==> config.mk <==
export PLATFORM = sky130hd
export DESIGN_NAME = adc_scan_scheduler
export DESIGN_NICKNAME = d
export VERILOG_FILES = /design/src/rtl/adc_scan_scheduler.sv
export SDC_FILE = /design/constraint.sdc
export NUM_CORES = 1
export LEC_CHECK = 0
export CAP_MARGIN = 40
export CORE_UTILIZATION = 46
export DETAILED_ROUTE_END_ITERATION = 16
export PLACE_DENSITY = 0.72
export SYNTH_ARGS = -nofsm -noshare
export SYNTH_HDL_FRONTEND = slang
export SYNTH_SLANG_ARGS = --single-unit
export TNS_END_PERCENT = 1
==> constraint.sdc <==
create_clock -name clk -period 6.1 [get_ports clk]
set_input_delay 1.525 -clock clk [delete_from_list [all_inputs] [get_ports clk]]
set_output_delay 1.525 -clock clk [all_outputs]
set_load 0.01 [all_outputs]
==> src/rtl/adc_scan_scheduler.sv <==
// rtl/adc_scan_scheduler.sv - ADC scan sequencer with averaging, result bank and protocol error flags
module adc_scan_scheduler #(
    parameter int NUM_CH         = 6,
    parameter int AVG_LOG2       = 2,
    parameter int TIMEOUT_CYCLES = 4096
) (
    input  logic                 clk,
    input  logic                 reset_n,
    input  logic                 sample_tick,
    input  logic [NUM_CH-1:0]    ch_enable,
    output logic                 cmd_valid,
    output logic [4:0]           cmd_channel,
    input  logic                 cmd_ready,
    input  logic                 rsp_valid,
    input  logic [4:0]           rsp_channel,
    input  logic [11:0]          rsp_data,
    output logic [NUM_CH*12-1:0] adc_data,
    output logic [NUM_CH-1:0]    ch_update,
    output logic                 scan_done,
    output logic                 busy,
    output logic                 err_timeout,
    output logic                 err_mismatch,
    output logic                 err_overrun
);
    localparam int ACC_W = 12 + AVG_LOG2;
    localparam int CNT_W = AVG_LOG2 + 1;
    localparam int TMO_W = $clog2(TIMEOUT_CYCLES + 1);
    localparam logic [CNT_W-1:0] NCONV    = CNT_W'(1 << AVG_LOG2);
    localparam logic [TMO_W-1:0] TMO_LAST = TMO_W'(TIMEOUT_CYCLES - 1);

    typedef enum logic [1:0] {S_IDLE, S_ISSUE, S_WAIT, S_STORE} state_t;

    state_t              r_state;
    logic [NUM_CH-1:0]   r_mask;
    logic [4:0]          r_cur;
    logic [ACC_W-1:0]    r_acc;
    logic [CNT_W-1:0]    r_cnt;
    logic [TMO_W-1:0]    r_tmo;
    logic                r_cmd_valid;
    logic [4:0]          r_cmd_channel;
    logic [NUM_CH*12-1:0] r_adc;
    logic [NUM_CH-1:0]   r_ch_update;
    logic                r_scan_done;
    logic                r_busy;
    logic                r_err_timeout;
    logic                r_err_mismatch;
    logic                r_err_overrun;

    logic [4:0]          w_first_ch;
    logic [4:0]          w_next_ch;
    logic                w_has_next;

    // Descending loops so the lowest qualifying channel wins.
    always_comb begin
        w_first_ch = '0;
        w_next_ch  = r_cur;
        w_has_next = 1'b0;
        for (int i = NUM_CH - 1; i >= 0; i--) begin
            if (ch_enable[i])
                w_first_ch = 5'(i);
            if (r_mask[i] && (5'(i) > r_cur)) begin
                w_next_ch  = 5'(i);
                w_has_next = 1'b1;
            end
        end
    end

    always_ff @(posedge clk or negedge reset_n) begin
        if (!reset_n) begin
            r_state        <= S_IDLE;
            r_mask         <= '0;
            r_cur          <= '0;
            r_acc          <= '0;
            r_cnt          <= '0;
            r_tmo          <= '0;
            r_cmd_valid    <= 1'b0;
            r_cmd_channel  <= '0;
            r_adc          <= '0;
            r_ch_update    <= '0;
            r_scan_done    <= 1'b0;
            r_busy         <= 1'b0;
            r_err_timeout  <= 1'b0;
            r_err_mismatch <= 1'b0;
            r_err_overrun  <= 1'b0;
        end else begin
            r_ch_update <= '0;
            r_scan_done <= 1'b0;
            // A tick landing on the scan_done cycle is still part of the old scan.
            if (sample_tick && ((r_state != S_IDLE) || r_scan_done))
                r_err_overrun <= 1'b1;

            case (r_state)
                S_IDLE: begin
                    if (sample_tick && !r_scan_done && (|ch_enable)) begin
                        r_mask        <= ch_enable;
                        r_cur         <= w_first_ch;
                        r_acc         <= '0;
                        r_cnt         <= '0;
                        r_busy        <= 1'b1;
                        r_cmd_valid   <= 1'b1;
                        r_cmd_channel <= w_first_ch;
                        r_state       <= S_ISSUE;
                    end
                end
                S_ISSUE: begin
                    if (r_cmd_valid && cmd_ready) begin
                        r_cmd_valid <= 1'b0;
                        r_tmo       <= '0;
                        r_state     <= S_WAIT;
                    end
                end
                S_WAIT: begin
                    if (rsp_valid && (rsp_channel == r_cur)) begin
                        r_acc <= r_acc + ACC_W'(rsp_data);
                        r_cnt <= r_cnt + 1'b1;
                        if ((r_cnt + 1'b1) == NCONV) begin
                            r_state <= S_STORE;
                        end else begin
                            r_cmd_valid   <= 1'b1;
                            r_cmd_channel <= r_cur;
                            r_state       <= S_ISSUE;
                        end
                    end else begin
                        if (rsp_valid)
                            r_err_mismatch <= 1'b1;
                        if (r_tmo == TMO_LAST) begin
                            // Channel abandoned: result bank left untouched.
                            r_err_timeout <= 1'b1;
                            r_acc         <= '0;
                            r_cnt         <= '0;
                            if (w_has_next) begin
                                r_cur         <= w_next_ch;
                                r_cmd_valid   <= 1'b1;
                                r_cmd_channel <= w_next_ch;
                                r_state       <= S_ISSUE;
                            end else begin
                                r_scan_done <= 1'b1;
                                r_busy      <= 1'b0;
                                r_state     <= S_IDLE;
                            end
                        end else begin
                            r_tmo <= r_tmo + 1'b1;
                        end
                    end
                end
                S_STORE: begin
                    for (int i = 0; i < NUM_CH; i++) begin
                        if (5'(i) == r_cur) begin
                            r_adc[i*12 +: 12] <= r_acc[ACC_W-1:AVG_LOG2];
                            r_ch_update[i]    <= 1'b1;
                        end
                    end
                    r_acc <= '0;
                    r_cnt <= '0;
                    if (w_has_next) begin
                        r_cur         <= w_next_ch;
                        r_cmd_valid   <= 1'b1;
                        r_cmd_channel <= w_next_ch;
                        r_state       <= S_ISSUE;
                    end else begin
                        r_scan_done <= 1'b1;
                        r_busy      <= 1'b0;
                        r_state     <= S_IDLE;
                    end
                end
                default: r_state <= S_IDLE;
            endcase
        end
    end

    assign cmd_valid    = r_cmd_valid;
    assign cmd_channel  = r_cmd_channel;
    assign adc_data     = r_adc;
    assign ch_update    = r_ch_update;
    assign scan_done    = r_scan_done;
    assign busy         = r_busy;
    assign err_timeout  = r_err_timeout;
    assign err_mismatch = r_err_mismatch;
    assign err_overrun  = r_err_overrun;
endmodule

After elaboration in Yosys (flattened, before gate mapping)
Cells that the tools add are included.
- output and inout bits: 89
- flip-flop bits (word level): 132
- logic and storage cells: 151
- bits of input ports: 28
- equal/unequal tests: 18
- mux-type cells: 69
- bitwise gates (word level): 1
- reductions and logical operators: 34
- add/subtract/negate cells: 3
- order comparisons: 6
- operators by type and width (kind ; number):
    $mux W5 ; 18
    $mux W14 ; 3
    $pmux W14 S3 ; 1
    $mux W13 ; 3
    $pmux W5 S3 ; 2
    $pmux W13 S2 ; 1
    $mux W1 ; 25
    $reduce_and A4 Y1 ; 4
    $mux W3 ; 5
    $add A14 B12 Y14 ; 1
    $reduce_and A2 Y1 ; 7
    $add A13 B1 Y13 const B ; 1
    $eq A13 B12 Y1 const B ; 1
    $reduce_and A3 Y1 ; 4
    $logic_and A1 B1 Y1 ; 11
    $eq A2 B5 Y1 const A ; 2
    $eq A3 B5 Y1 const A ; 2
    $gt A1 B5 Y1 const A ; 2
    $gt A2 B5 Y1 const A ; 2
    $gt A3 B5 Y1 const A ; 2
    $mux W2 ; 5
    $ne A2 B2 Y1 const B ; 5
    $pmux W3 S3 ; 1
    $pmux W2 S4 ; 1
    other kinds (19) ; 22

Longest topological paths before layout
- depth after elaboration: 12
- mapped depth: 9
- gate-level depth less buffers: 8

Least setup slack after synthesis
No wires, ideal clock.
- path type: in2reg
- from: input rsp_data[0]
- to: register r_acc[12]
- path buffers: 0
- path slack: 2.693 ns
- setup time: 0.126 ns
- stages on the path: 8
- arrival: 3.281 ns
- required time: 5.974 ns
- cells stage by stage: ha_1 fa_1 a211oi_1 o21ai_0 and2_1 a2111oi_0 or3_1 a21boi_1
- word-level cells in the longest chain between the ends: 3
- RTL lines (what ; line ; RTL):
    start: declaration ; 16 ; input logic [11:0] rsp_data,
    $add A14 B12 Y14 ; 114 ; r_acc <= r_acc + ACC_W'(rsp_data);
    $mux W14 ; 113 ; if (rsp_valid && (rsp_channel == r_cur)) begin
    $pmux W14 S3 ; 92 ; case (r_state)
    end signal: assignment ; 114 ;
    end: declaration ; 36 ; logic [ACC_W-1:0] r_acc;
No other way between the ends.
A chain may end at the register's enable or synchronous reset.

Final worst setup path
Ends and elaborated chain as after synthesis.

==> run summary <==
Flop pwr share: 37.9%
CTS Buf Count: 17
Worst path depth: 9
Critical-path top delay cell: a2111oi_0
Max Cap Viol: 0
Die height: 117 um
FF-to-FF path depth: 6
Int Power: 1.98 mW
Routability cong.: 0.879
Layout cells sized above 1: 14.8%
Crit path kind: in2reg
Drt first-iter violations: 268
First-pass GRT wire length: 23.5 mm
Setup Fix Bufs, Post-CTS: 0
Unrepaired setup endpoints after global routing: false
Crit end category: register
Initial antenna violation count: 0
Worst path max stage delay: 0.44 ns
Mapped cell area: 6080 um2
Syn Inst Count: 559
Crit path launch: rsp_data[0]
Post-synth top flop: dfrtp_1
Sw Ratio: 29.0%
Number of synthesized flops with an enable pin: 0
Leak pwr: 3.74 nW
Syn. warnings: 0
R2r startpoint: r_state[1]
Cell Rows: 41
Cells along the critical path: clkdlybuf4s50_1 -> ha_1 -> fa_1 -> a211oi_1 -> o21ai_0 -> and2_1 -> a2111oi_0 -> or3_1 -> a21boi_1
Post-route ant nets: 0
CP Max Fanout: 3
Area contributors post-synth: dfrtp_1, mux2_2, nand2_1
Area leader, netlist: dfrtp_1
Inserted Diodes: 0
DIE AREA: 13700 um2
Initial Util: 47.6%
Clock share of power: 40.2%
Vias in the first global route: 4647
Gate power share: 21.9%
Worst slew pin tran: 0.812 ns
CTS clock-pin slew for the worst setup and hold paths: 0.05 ns
Total area of sequential cells: 3280 um2
Core Area: 12800 um2
DP HPWL: 10.3 mm
Max-Slew Margin vs Limit: 45.7%
GR Overflow Total: 0
Post-DR wirelength/cell: 16.9 um
Post-route DRC: 0
# clock sinks: 131
H-tree depth: 4
Final Hold Fails: 0
Fin nets: 721
Pre-Repair DR Iteration Count: 4
Clk root buf: clkbuf_16
Hold crit path type: reg2reg
Capture point of the worst reg-to-reg path: r_tmo[5]
Finish-stage setup viols: 0
End of the critical path: r_acc[12]
Ys async rst share: 100%
VDD IR max: 0.178 mV
CTS tree: yes
Setup TNS: 0 ns
Synth cell types: 65
Critical path data arrival time: 4.01 ns
Final Cycle Share: 60.9%
Hold path cells: 1
Minimum clock period: 3.71 ns
FMAX: 0.269 GHz
Setup Skew: 0.00446 ns
Vias post-DR: 4714
Number of port buffers: 116
Wirelength, routed: 14.6 mm
Resized cells post-CTS: 0
Combined area of the multi-input logic cells: 2650 um2
Status: finished clean
Tot Pwr: 2.78 mW
Die X: 117 um
I/O pin count: 117
Worst skew pair latency: 0.42 ns
Register-to-register setup slack: 3.07 ns
Share of the synthesized area in the top cell type: 53.9%
Mapped Nets: 603
Hold_buf cts: 0
Buf+Inv Stages, Crit Path: 1
Largest net degree at the start of global routing: 67
CP startpoint kind: primary input
Max-slew violation count: 0
Final-layout fill cell count: 1013
Net switching power: 0.807 mW
CP delay by family, top: compound AO/OA/AOI/OAI gates
Synth Area per Inst: 10.9 um2
Vias per cell: 5.47
PwrDens: 346 nW/um2
Total global routing track utilization: 23.0%
Seq/Total Area, Yosys: 53.9%
Critical path data required time: 6.40 ns
#FFs+latches synth: 131
Clock Path Buffers: 2
Area Growth Syn to Fin: 32.5%
## state kept, by name (all words and copies together), names as in the netlist
| signal | cells |
|---|---|
| scan_done | 1 |
| adc_data | 72 |
| err_mismatch | 1 |
| r_cur | 5 |
| cmd_valid | 1 |
| busy | 1 |
| err_overrun | 1 |
| err_timeout | 1 |
| ch_update | 6 |
| r_state | 2 |
| r_acc | 14 |
| r_cnt | 3 |
| r_tmo | 13 |
| cmd_channel | 5 |
| r_mask | 5 |
## per-layer routing
layer	part of all wire [%]	track usage, %	vias up	routed length [um]
met1	43	29.1	2316	6250
li1	-	-	2221	-
met2	50	38.5	153	7240
met3	5.7	5.92	24	834
met5	0	0	-	0
met4	1.6	7.68	0	230
## worst reg2reg max path: stages (launching register included)
cell     delay, ns
dfrtp_1       0.70
nor2b_1       0.60
nand4_1       0.76
a21oi_1       0.44
buf_4         0.24
o21ai_0       0.13
o21ai_0       0.09
## worst min path at each step
stage	start	endpoint	slack [ns]
after floorplan	r_cnt[2]	r_cnt[2]	0.45
after global placement	err_timeout	err_timeout	0.46
after detailed placement	err_timeout	err_timeout	0.45
after CTS	err_timeout	err_timeout	0.48
after global routing	adc_data[9]	adc_data[9]	0.50
final	err_timeout	err_timeout	0.47
## per-stage QoR
stage               cell area, um2  cells  utilization (%)  hold WS, ns  setup slack, ns
floorplan                     6080    559                -        0.450             2.69
global placement              7360    827             57.6        0.457             1.72
detailed placement            7400    829             57.9        0.455             1.51
CTS                           8050    861             63.0        0.477             1.93
global route                  8060    862             63.1        0.497             2.20
finish                        8060    862             63.1        0.466             2.39
## synthesized netlist by cell type, types with 9 or more instances
master / instances
dfrtp_1: 131
nand2_1: 100
mux2_2: 54
o21ai_0: 40
nor2_1: 30
ha_1: 15
a21oi_1: 11
xor2_1: 11
buf_2: 10
nand3_1: 10
inv_1: 9
nor3_1: 9
## cells in the final DEF, fill, tap and decap left out, types with 3 or more instances in the layout
cell type	synthesis	routed
a211oi_1	3	3
a21o_1	5	5
a21oi_1	11	11
a22o_1	7	7
a31o_2	3	3
a31oi_1	4	4
and2_1	7	7
and3_1	4	4
buf_4	3	6
bufinv_16	0	5
clkbuf_1	8	3
clkbuf_16	0	17
clkbuf_8	0	3
clkdlybuf4s50_1	0	115
dfrtp_1	131	131
ha_1	15	15
inv_1	9	9
mux2_2	54	54
nand2_1	100	100
nand2b_1	3	3
nand3_1	10	10
nand4_1	5	5
nor2_1	30	30
nor2b_1	8	8
nor3_1	9	9
nor4_1	4	4
o21a_1	7	7
o21ai_0	40	40
o21ai_1	4	4
o31ai_1	7	7
or3_1	3	3
xnor2_1	3	3
xor2_1	11	11
## kinds of logic after synthesis
| logic type | count (synthesis) | synth area share (%) |
|---|---|---|
| AO/OA/AOI/OAI | 115 | 12.7 |
| XOR/XNOR | 14 | 2.02 |
| adder cells (fa/ha/maj) | 16 | 3.41 |
| buffers and inverters | 32 | 2.49 |
| flip-flops | 131 | 53.9 |
| multiplexers | 54 | 10.0 |
| AND/OR/NAND/NOR | 197 | 15.5 |
## power by group through the flow
| stage | combinational (mW) | clock (mW) | sequential [mW] |
|---|---|---|---|
| final | 0.609 | 1.12 | 1.06 |
| after global routing | 0.668 | 1.17 | 1.07 |
| after CTS | 0.604 | 1.13 | 1.05 |
| after detailed placement | 0.602 | 0 | 1.07 |
| after global placement | 0.575 | 0 | 1.06 |
| after floorplan | 0.446 | 0 | 1.02 |
## final cells by class
class                           count  area share, %
Sequential cell                   131           40.7
Multi-Input combinational cell    396           32.9
Timing Repair Buffer              122           15.2
Clock buffer                       23           5.93
Tap cell                          172           2.67
Clock inverter                      9           2.17
Inverter                            9          0.419
Note: power is estimated with default switching activity, not from simulation.
